$ cat src/rtl/cram_pkg.sv
`default_nettype none
// +----------------------------------------------------------------------+
// | cram_pkg : shared state type and counter-width helper for the loader  |
// | rev 1.0                                                               |
// +----------------------------------------------------------------------+
package cram_pkg;

  typedef enum logic [2:0] {
    IDLE     = 3'd0,
    LOAD     = 3'd1,
    SHIFT    = 3'd2,
    DONE     = 3'd3,
    READBACK = 3'd4
  } loader_state_t;

  // Width able to hold the value n itself (counters that reach their limit).
  function automatic int CRAM_CNT_W(input int n);
    return (n < 1) ? 1 : $clog2(n + 1);
  endfunction

endpackage
`default_nettype wire

$ cat src/rtl/cram_word_serializer.sv
`default_nettype none
// +----------------------------------------------------------------------+
// | cram_word_serializer : word shift register, one-entry holding buffer |
// | and per-word bit index; emits bit 0 first.  rev 1.0                   |
// +----------------------------------------------------------------------+
module cram_word_serializer
  import cram_pkg::*;
#(
  parameter int WORD_WIDTH = 32
) (
  input  logic                  clk,
  input  logic                  nrst,
  input  logic                  flush_i,
  input  logic                  load_i,
  input  logic                  shift_i,
  input  logic [WORD_WIDTH-1:0] word_i,
  output logic                  bit_o,
  output logic                  sr_valid_o,
  output logic                  buf_valid_o
);

  localparam int IDX_W = $clog2(WORD_WIDTH);
  localparam logic [IDX_W-1:0] LAST_IDX = IDX_W'(WORD_WIDTH - 1);

  logic [WORD_WIDTH-1:0] sr_q, sr_d, buf_q, buf_d;
  logic                  sr_valid_q, sr_valid_d, buf_valid_q, buf_valid_d;
  logic [IDX_W-1:0]      idx_q, idx_d;

  always_comb begin
    sr_d        = sr_q;
    buf_d       = buf_q;
    sr_valid_d  = sr_valid_q;
    buf_valid_d = buf_valid_q;
    idx_d       = idx_q;
    if (shift_i) begin
      sr_d  = sr_q >> 1;
      idx_d = idx_q + IDX_W'(1);
      // Refill from the buffer right behind the last bit keeps the stream gap-free.
      if (idx_q == LAST_IDX) begin
        idx_d = '0;
        if (buf_valid_q) begin
          sr_d        = buf_q;
          buf_valid_d = 1'b0;
        end else begin
          sr_valid_d = 1'b0;
        end
      end
    end
    if (load_i) begin
      if (!sr_valid_d) begin
        sr_d       = word_i;
        sr_valid_d = 1'b1;
        idx_d      = '0;
      end else begin
        buf_d       = word_i;
        buf_valid_d = 1'b1;
      end
    end
    if (flush_i) begin
      sr_d        = '0;
      buf_d       = '0;
      sr_valid_d  = 1'b0;
      buf_valid_d = 1'b0;
      idx_d       = '0;
    end
  end

  always_ff @(posedge clk or negedge nrst) begin
    if (!nrst) begin
      sr_q        <= '0;
      buf_q       <= '0;
      sr_valid_q  <= 1'b0;
      buf_valid_q <= 1'b0;
      idx_q       <= '0;
    end else begin
      sr_q        <= sr_d;
      buf_q       <= buf_d;
      sr_valid_q  <= sr_valid_d;
      buf_valid_q <= buf_valid_d;
      idx_q       <= idx_d;
    end
  end

  assign bit_o       = sr_q[0];
  assign sr_valid_o  = sr_valid_q;
  assign buf_valid_o = buf_valid_q;

endmodule
`default_nettype wire

$ cat src/rtl/cram_loader.sv
`default_nettype none
// +----------------------------------------------------------------------+
// | cram_loader : streams words into the tile CRAM shift chain, 1 bit/clk |
// | Optional readback path under macro CRAM_READBACK_EN.  rev 1.0         |
// +----------------------------------------------------------------------+
module cram_loader
  import cram_pkg::*;
#(
  parameter int CHAIN_LEN  = 1024,
  parameter int WORD_WIDTH = 32
) (
  input  logic                  clk,
  input  logic                  nrst,
  input  logic                  en,
  input  logic                  start,
  input  logic                  abort,
  input  logic                  word_valid,
  output logic                  word_ready,
  input  logic [WORD_WIDTH-1:0] word_data,
  output logic                  config_data_in,
  output logic                  config_en,
  input  logic                  config_data_out,
`ifdef CRAM_READBACK_EN
  input  logic                  rb_start,
  output logic                  rb_valid,
  output logic [WORD_WIDTH-1:0] rb_data,
  input  logic                  rb_ready,
`endif
  output logic                  busy,
  output logic                  done
);

  localparam int CNT_W     = CRAM_CNT_W(CHAIN_LEN);
  localparam int NUM_WORDS = (CHAIN_LEN + WORD_WIDTH - 1) / WORD_WIDTH;
  localparam int WC_W      = CRAM_CNT_W(NUM_WORDS);
  localparam logic [CNT_W-1:0] LAST_BIT  = CNT_W'(CHAIN_LEN - 1);
  localparam logic [CNT_W-1:0] FULL_CNT  = CNT_W'(CHAIN_LEN);
  localparam logic [WC_W-1:0]  ALL_WORDS = WC_W'(NUM_WORDS);

  loader_state_t    state_q, state_d;
  logic [CNT_W-1:0] bit_cnt_q, bit_cnt_d;
  logic [WC_W-1:0]  words_q, words_d;
  logic ser_bit, sr_valid, buf_valid;
  logic streaming, accept, load_shift, last_bit, flush, rb_shift, rb_done;

  assign streaming  = en && (state_q == LOAD || state_q == SHIFT);
  // Once every needed word is in, further words are left on the port.
  assign word_ready = streaming && !buf_valid && (words_q != ALL_WORDS);
  assign accept     = word_valid && word_ready;
  assign load_shift = en && (state_q == SHIFT) && sr_valid;
  assign last_bit   = load_shift && (bit_cnt_q == LAST_BIT);
  assign flush      = abort || last_bit;

  cram_word_serializer #(.WORD_WIDTH(WORD_WIDTH)) u_ser (
    .clk        (clk),
    .nrst       (nrst),
    .flush_i    (flush),
    .load_i     (accept),
    .shift_i    (load_shift),
    .word_i     (word_data),
    .bit_o      (ser_bit),
    .sr_valid_o (sr_valid),
    .buf_valid_o(buf_valid)
  );

  assign config_en      = load_shift || rb_shift;
  assign config_data_in = rb_shift ? config_data_out : (load_shift && ser_bit);
  assign busy           = (state_q == LOAD) || (state_q == SHIFT) || (state_q == READBACK);
  assign done           = en && (state_q == DONE);

  always_comb begin
    state_d   = state_q;
    bit_cnt_d = bit_cnt_q;
    words_d   = words_q;
    if (config_en) bit_cnt_d = bit_cnt_q + CNT_W'(1);
    if (accept)    words_d   = words_q + WC_W'(1);
    case (state_q)
      IDLE: begin
        if (en && start) begin
          state_d   = LOAD;
          bit_cnt_d = '0;
          words_d   = '0;
        end
`ifdef CRAM_READBACK_EN
        else if (en && rb_start) begin
          state_d   = READBACK;
          bit_cnt_d = '0;
        end
`endif
      end
      LOAD:     if (accept) state_d = SHIFT;
      SHIFT: begin
        if (last_bit) state_d = DONE;
        else if (en && !sr_valid && !buf_valid && !accept) state_d = LOAD;
      end
      DONE:     if (en) state_d = IDLE;
      READBACK: if (rb_done) state_d = DONE;
      default:  state_d = IDLE;
    endcase
    // Abort overrides everything, including a held-off enable.
    if (abort) state_d = IDLE;
  end

  always_ff @(posedge clk or negedge nrst) begin
    if (!nrst) begin
      state_q   <= IDLE;
      bit_cnt_q <= '0;
      words_q   <= '0;
    end else begin
      state_q   <= state_d;
      bit_cnt_q <= bit_cnt_d;
      words_q   <= words_d;
    end
  end

`ifdef CRAM_READBACK_EN
  localparam int IDX_W = $clog2(WORD_WIDTH);
  localparam logic [IDX_W-1:0] LAST_IDX = IDX_W'(WORD_WIDTH - 1);

  logic                  rb_valid_q, rb_valid_d;
  logic [WORD_WIDTH-1:0] rb_data_q, rb_data_d, rb_asm_q, rb_asm_d;
  logic [IDX_W-1:0]      rb_idx_q, rb_idx_d;

  // Tail is fed back to the head so the chain content survives the readback.
  assign rb_shift = en && (state_q == READBACK) && (bit_cnt_q != FULL_CNT) && !(rb_valid_q && !rb_ready);
  assign rb_done  = en && (state_q == READBACK) && (bit_cnt_q == FULL_CNT) && rb_valid_q && rb_ready;
  assign rb_valid = rb_valid_q;
  assign rb_data  = rb_data_q;

  always_comb begin
    rb_valid_d = rb_valid_q;
    rb_data_d  = rb_data_q;
    rb_asm_d   = rb_asm_q;
    rb_idx_d   = rb_idx_q;
    if (en && rb_valid_q && rb_ready) rb_valid_d = 1'b0;
    if (rb_shift) begin
      rb_asm_d[rb_idx_q] = config_data_out;
      rb_idx_d = rb_idx_q + IDX_W'(1);
      if (rb_idx_q == LAST_IDX || bit_cnt_q == LAST_BIT) begin
        rb_data_d  = rb_asm_d;
        rb_valid_d = 1'b1;
        rb_asm_d   = '0;
        rb_idx_d   = '0;
      end
    end
    if (abort) begin
      rb_valid_d = 1'b0;
      rb_asm_d   = '0;
      rb_idx_d   = '0;
    end
  end

  always_ff @(posedge clk or negedge nrst) begin
    if (!nrst) begin
      rb_valid_q <= 1'b0;
      rb_data_q  <= '0;
      rb_asm_q   <= '0;
      rb_idx_q   <= '0;
    end else begin
      rb_valid_q <= rb_valid_d;
      rb_data_q  <= rb_data_d;
      rb_asm_q   <= rb_asm_d;
      rb_idx_q   <= rb_idx_d;
    end
  end
`else
  logic unused_tail;
  assign unused_tail = config_data_out;
  assign rb_shift    = 1'b0;
  assign rb_done     = 1'b0;
`endif

endmodule
`default_nettype wire

$ cat config.mk
export PLATFORM = sky130hd
export DESIGN_NAME = cram_loader
export DESIGN_NICKNAME = d
export VERILOG_FILES = /design/src/rtl/cram_pkg.sv /design/src/rtl/cram_word_serializer.sv /design/src/rtl/cram_loader.sv
export SDC_FILE = /design/constraint.sdc
export NUM_CORES = 1
export LEC_CHECK = 0
export CORE_ASPECT_RATIO = 0.7
export CORE_UTILIZATION = 60
export CTS_BUF_LIST = sky130_fd_sc_hd__clkbuf_8
export DETAILED_ROUTE_END_ITERATION = 12
export PLACE_DENSITY = 0.89
export SETUP_SLACK_MARGIN = 0.3
export SYNTH_ARGS = -nofsm -noshare
export SYNTH_HDL_FRONTEND = slang
export SYNTH_HIERARCHICAL = 1
export SYNTH_SLANG_ARGS = --single-unit
export TNS_END_PERCENT = 100
$ cat constraint.sdc
create_clock -name clk -period 3.9 [get_ports clk]
set_clock_uncertainty 0.15 [all_clocks]
set_input_delay 0.78 -clock clk [delete_from_list [all_inputs] [get_ports clk]]
set_output_delay 0.78 -clock clk [all_outputs]
set_load 0.005 [all_outputs]
# After elaboration in Yosys (flattened, before gate mapping)
# Cells that the tools add are included.
# Widths: inputs -> output; s select.
# totals
inputBits	39
reg_bits	91
elab_cells	84
out_inout_bits	5
# op_classes
eq_ne	12
n_reduce_logical	24
add_sub_neg	3
muxes	37
# op_table
cell	n
$mux 32	9
$mux 11	3
$mux 5	5
$mux 3	6
$mux 6	3
$pmux 3 s5	1
$logic_and 1x1->1	13
$add 11x1->11 const B	1
$eq 11x10->1 const B	1
$mux 1	10
$ne 3x3->1 const B	3
$add 6x1->6 const B	1
$eq 3x2->1 const B	2
$ne 6x6->1 const B	1
$add 5x1->5 const B	1
$eq 5x5->1 const B	1
$reduce_and 5->1	1
$ne 4x3->1 const B	1
$reduce_bool 2->1	2
$eq 3x1->1 const B	1
$eq 3x3->1 const B	1
$logic_not 1->1	3
$logic_not 3->1	1
$logic_or 1x1->1	3
2 further kinds	2

# Longest topological paths before layout
# depth
ltp_word	12
depth_mapped	10
depth_no_buf	8

# By module
# Netlist, hierarchy kept.
# modules_own_cells
module	n_inst	area_per_inst_um2	cells_each
cram_word_serializer	1	3628.5	332
cram_loader	1	1219.9	121

# Worst setup path before layout
# No wires, ideal clock.
# synth_path
path_kind	register to register
startpoint	reg state_q[0]
endpoint	reg u_ser.buf_q[10]
t_arrival_ps	2199
period_less_slack_ps	2470
setup_ps	121
stages_incl_launch_ff	11
slack_ps	1430
required_time_ps	3629
n_path_buf	2
cell_sequence	dfrtp_1 > inv_1 > ha_1 > nand4_2 > nor4_2 > or2_2 > inv_2 > and4_1 > buf_6 > buf_6 > a22o_1
# synth_lines
element	line_no	text
start: declaration	cram_loader.sv:40	loader_state_t state_q, state_d;
start signal: assignment	cram_loader.sv:110	state_q <= state_d;
$eq 3x2->1 (*)	cram_loader.sv:50	assign load_shift = en && (state_q == SHIFT) && sr_valid;
$logic_and 1x1->1 (*) (2 in series)	cram_loader.sv:50	
$logic_and 1x1->1 (*)	cram_loader.sv:51	assign last_bit = load_shift && (bit_cnt_q == LAST_BIT);
$logic_or 1x1->1 (*)	cram_loader.sv:52	assign flush = abort || last_bit;
named net flush	cram_loader.sv:44	logic streaming, accept, load_shift, last_bit, flush, rb_shift, rb_done;
$reduce_bool 2->1 (no source line)	n/a	
$reduce_and 2->1 (no source line)	n/a	
end signal: assignment	cram_word_serializer.sv:77	buf_q <= buf_d;
end: declaration	cram_word_serializer.sv:25	logic [WORD_WIDTH-1:0] sr_q, sr_d, buf_q, buf_d;
# The timed path passes the listed nets; every way through them passes the cells marked *.
# A chain may end at the register's enable or synchronous reset.

# Worst setup path after layout
# layout_path
startpoint	in en
endpoint	out config_data_in
# layout_via
elab_chain_cells	3
# layout_lines
element	line_no	text
start: declaration	cram_loader.sv:14	input logic en,
$logic_and 1x1->1 (2 in series)	cram_loader.sv:50	
$logic_and 1x1->1	cram_loader.sv:67	assign config_data_in = rb_shift ? config_data_out : (load_shift && ser_bit);
end: declaration	cram_loader.sv:20	output logic config_data_in,
# Every way passes these cells.

==> impl_metrics.ini <==
[sta]
slew_headroom_pct = 32.6
finalSetupViolations = 0
period_share_pct = 86.1
fin_setup_tns_ns = 0
hold_viol = 0
max_freq_ghz = 0.298
holdWs_ns = 0.356
grt_setup_unrepaired = no
tightest_slew_ns = 1.01
finalMaxSlewViolations = 0
fin_crit_ns = 3.36

[clock_network]
tritoncts = done
clkSlewWorstSetupHoldPaths_ns = 0.09
post-cts-setup-buffers = 0
ctsHoldBuffers = 0
cts_resized = 0
htreeDepth = 3
clkSinkCount = 90
clock_latency_ns = 0.37
cts_buffers = 9
clk_path_buf_depth = 2
clockRootBuffer = clkbuf_8

[die]
ios = 44
die_h_um = 77.2
start_util_pct = 61.9
dieArea_um2 = 8450
core_area_um2 = 7840
die_w_um = 109
rows = 27

[routing]
first_pass_iters = 5
wl_per_cell_um = 18.7
via_count = 3801
route.antenna.remaining_nets = 0
drc = 0
wl_um = 10900
drtIter0Drc = 373
vias_per_cell = 6.53

[synth]
synth_cell_type_count = 62
synth-async-reset-ratio_pct = 100
post-synth-top-area-cell = dfrtp_1
synth_commonest_cells = dfrtp_1 (90), a22o_1 (62), nor2_1 (51)
synth-seq-cells = 90
synth_cells = 453
synth_edf_count = 0
yosysWarnings = 6
syn_avg_cell_area_um2 = 10.7
yosysMostFrequentCell = dfrtp_1
synthTopCellsByArea = dfrtp_1 (46%), a22o_1 (11%), a21bo_2 (6.2%)
syn-cell-area_um2 = 4850
synth_top_area_share_pct = 46.5
synth_fp_nets = 502
synthFlopType = dfrtp_1
yosysSeqAreaShare_pct = 46.5

[run]
cap_viol_max_count = 0

[worst_setup_path]
critPathArrivalTime_ns = 2.43
critPathCaptureType = output port
worstPathRequired_ns = 2.97
critPathLaunchType = primary input
crit_type = in -> out
cp_max_fo = 8

[global_routing]
use_met3_pct = 5.53
overflow = 0
grt_pass1_wl_um = 18000
grt_use_met2_pct = 42.1
grt_pass1_vias = 3697
grt_max_degree = 81
grt_usage_pct = 27.5
grt.busiest_layer = met2
use_met1_pct = 38.8
grt_antenna_before_repair = 0

[pwr]
ir_drop_v = 0.000186
p_leak_nw = 2.41
power_density_nw_per_um2 = 385

[layout]
fillers = 583
post_route_cells_drive_above_1_share_pct = 15.8
fin_nets = 525
syn2layout_area_growth_pct = 11.9
n_antenna_cell = 0

[placement]
portBuffers = 42
hpwlAfterDp_um = 6580
gp_congestion = 0.807

[hold_path]
hold_path.class = reg -> reg

[run_status]
outcome = finished, final reports clean
==> path summary, 6_finish.rpt <==
path | slack [ns] | cells after the start | end | start
worst max-delay path | 0.54 | 5 | config_data_in | en
worst min-delay path | 0.36 | 1 | u_ser/buf_q[26]$_DFFE_PN0P_ | u_ser/buf_q[26]$_DFFE_PN0P_
worst max register to register | 0.95 | 9 | u_ser/sr_q[30]$_DFF_PN0_ | state_q[0]$_DFFE_PN0P_
worst min register to register | 0.36 | 1 | u_ser/buf_q[26]$_DFFE_PN0P_ | u_ser/buf_q[26]$_DFFE_PN0P_
max in group asynchronous | 2.46 | 2 | u_ser/sr_q[2]$_DFF_PN0_ | nrst
min in group asynchronous | 0.41 | 1 | u_ser/idx_q[1]$_DFF_PN0_ | nrst
==> worst max-delay path, cell delays in order <==
cell and delay [ns]:
clkdlybuf4s50_1 0.62, nand3_1 0.28, inv_2 0.13, and2_1 0.13, clkdlybuf4s50_1 0.49
==> layout make-up <==
cell class / instances / area, µm² / area share (%)
clock buffers: 9 / 124 / 2.28
clock inverters: 7 / 76.3 / 1.41
inverters: 9 / 33.8 / 0.623
multi-input cells: 315 / 2310 / 42.6
flip-flops and latches: 90 / 2250 / 41.5
well taps: 101 / 126 / 2.33
repair buffers: 51 / 498 / 9.18
==> layout by cell type (no fill, tap or decap), drive strengths merged, types with 2 or more instances in the layout <==
cell            n
o211ai          2
or3             2
inv            11
nand2b          2
a22o           62
xor2            7
nand2           5
a31oi          32
a211oi          3
nor3b           2
a21bo          30
mux2i           3
nand4           9
clkinv          2
nor3            4
and3            3
nor2           51
and4b           2
clkinvlp        2
clkbuf          9
nor4            3
nor2b           3
a21o            2
or2             3
nand3          34
dfrtp          90
ha             10
a21oi           8
and2            2
clkdlybuf4s50  41
buf            10
o21ai           6
a2111oi         2
xnor2           7
==> through the flow <==
step	setup slack, ns	instance area, µm²	cells	util, %	power, mW
2_1_floorplan	1.43	4850	453	-	1.31
3_3_place_gp	0.528	5220	566	66.7	1.43
3_5_place_dp	0.484	5220	566	66.7	1.45
4_1_cts	0.549	5420	582	69.2	2.10
5_1_grt	0.472	5420	582	69.2	2.18
6_report	0.541	5420	582	69.2	2.09
==> kinds of logic after synthesis <==
family	count (synthesis)	share of synthesized area, %
compound gates	157	26.7
simple gates	131	15.2
flops	90	46.5
buf+inv	48	5.99
xor+xnor	14	2.53
fa+ha+maj	10	2.58
mux	3	0.619
==> per-layer routing <==
layer / vias up / part of all wire, %
met5: - / 0
met1: 1902 / 46
met3: 18 / 5.7
li1: 1743 / -
met4: 0 / 1.6
met2: 138 / 47
==> registers in the layout, summed over array words and instances, names as in the netlist <==
signal	flops
words_q	6
u_ser/buf_q	32
u_ser/sr_q	32
u_ser/sr_valid_o	1
u_ser/idx_q	5
bit_cnt_q	11
u_ser/buf_valid_o	1
state_q	2
==> power breakdown <==
part	switching, mW	internal (mW)	leakage, nW
combinational	0.207	0.201	1.07
sequential	0.0457	0.986	1.25
clock	0.351	0.300	0.0962
total	0.603	1.49	2.41
(Power assumes the default switching activity.)
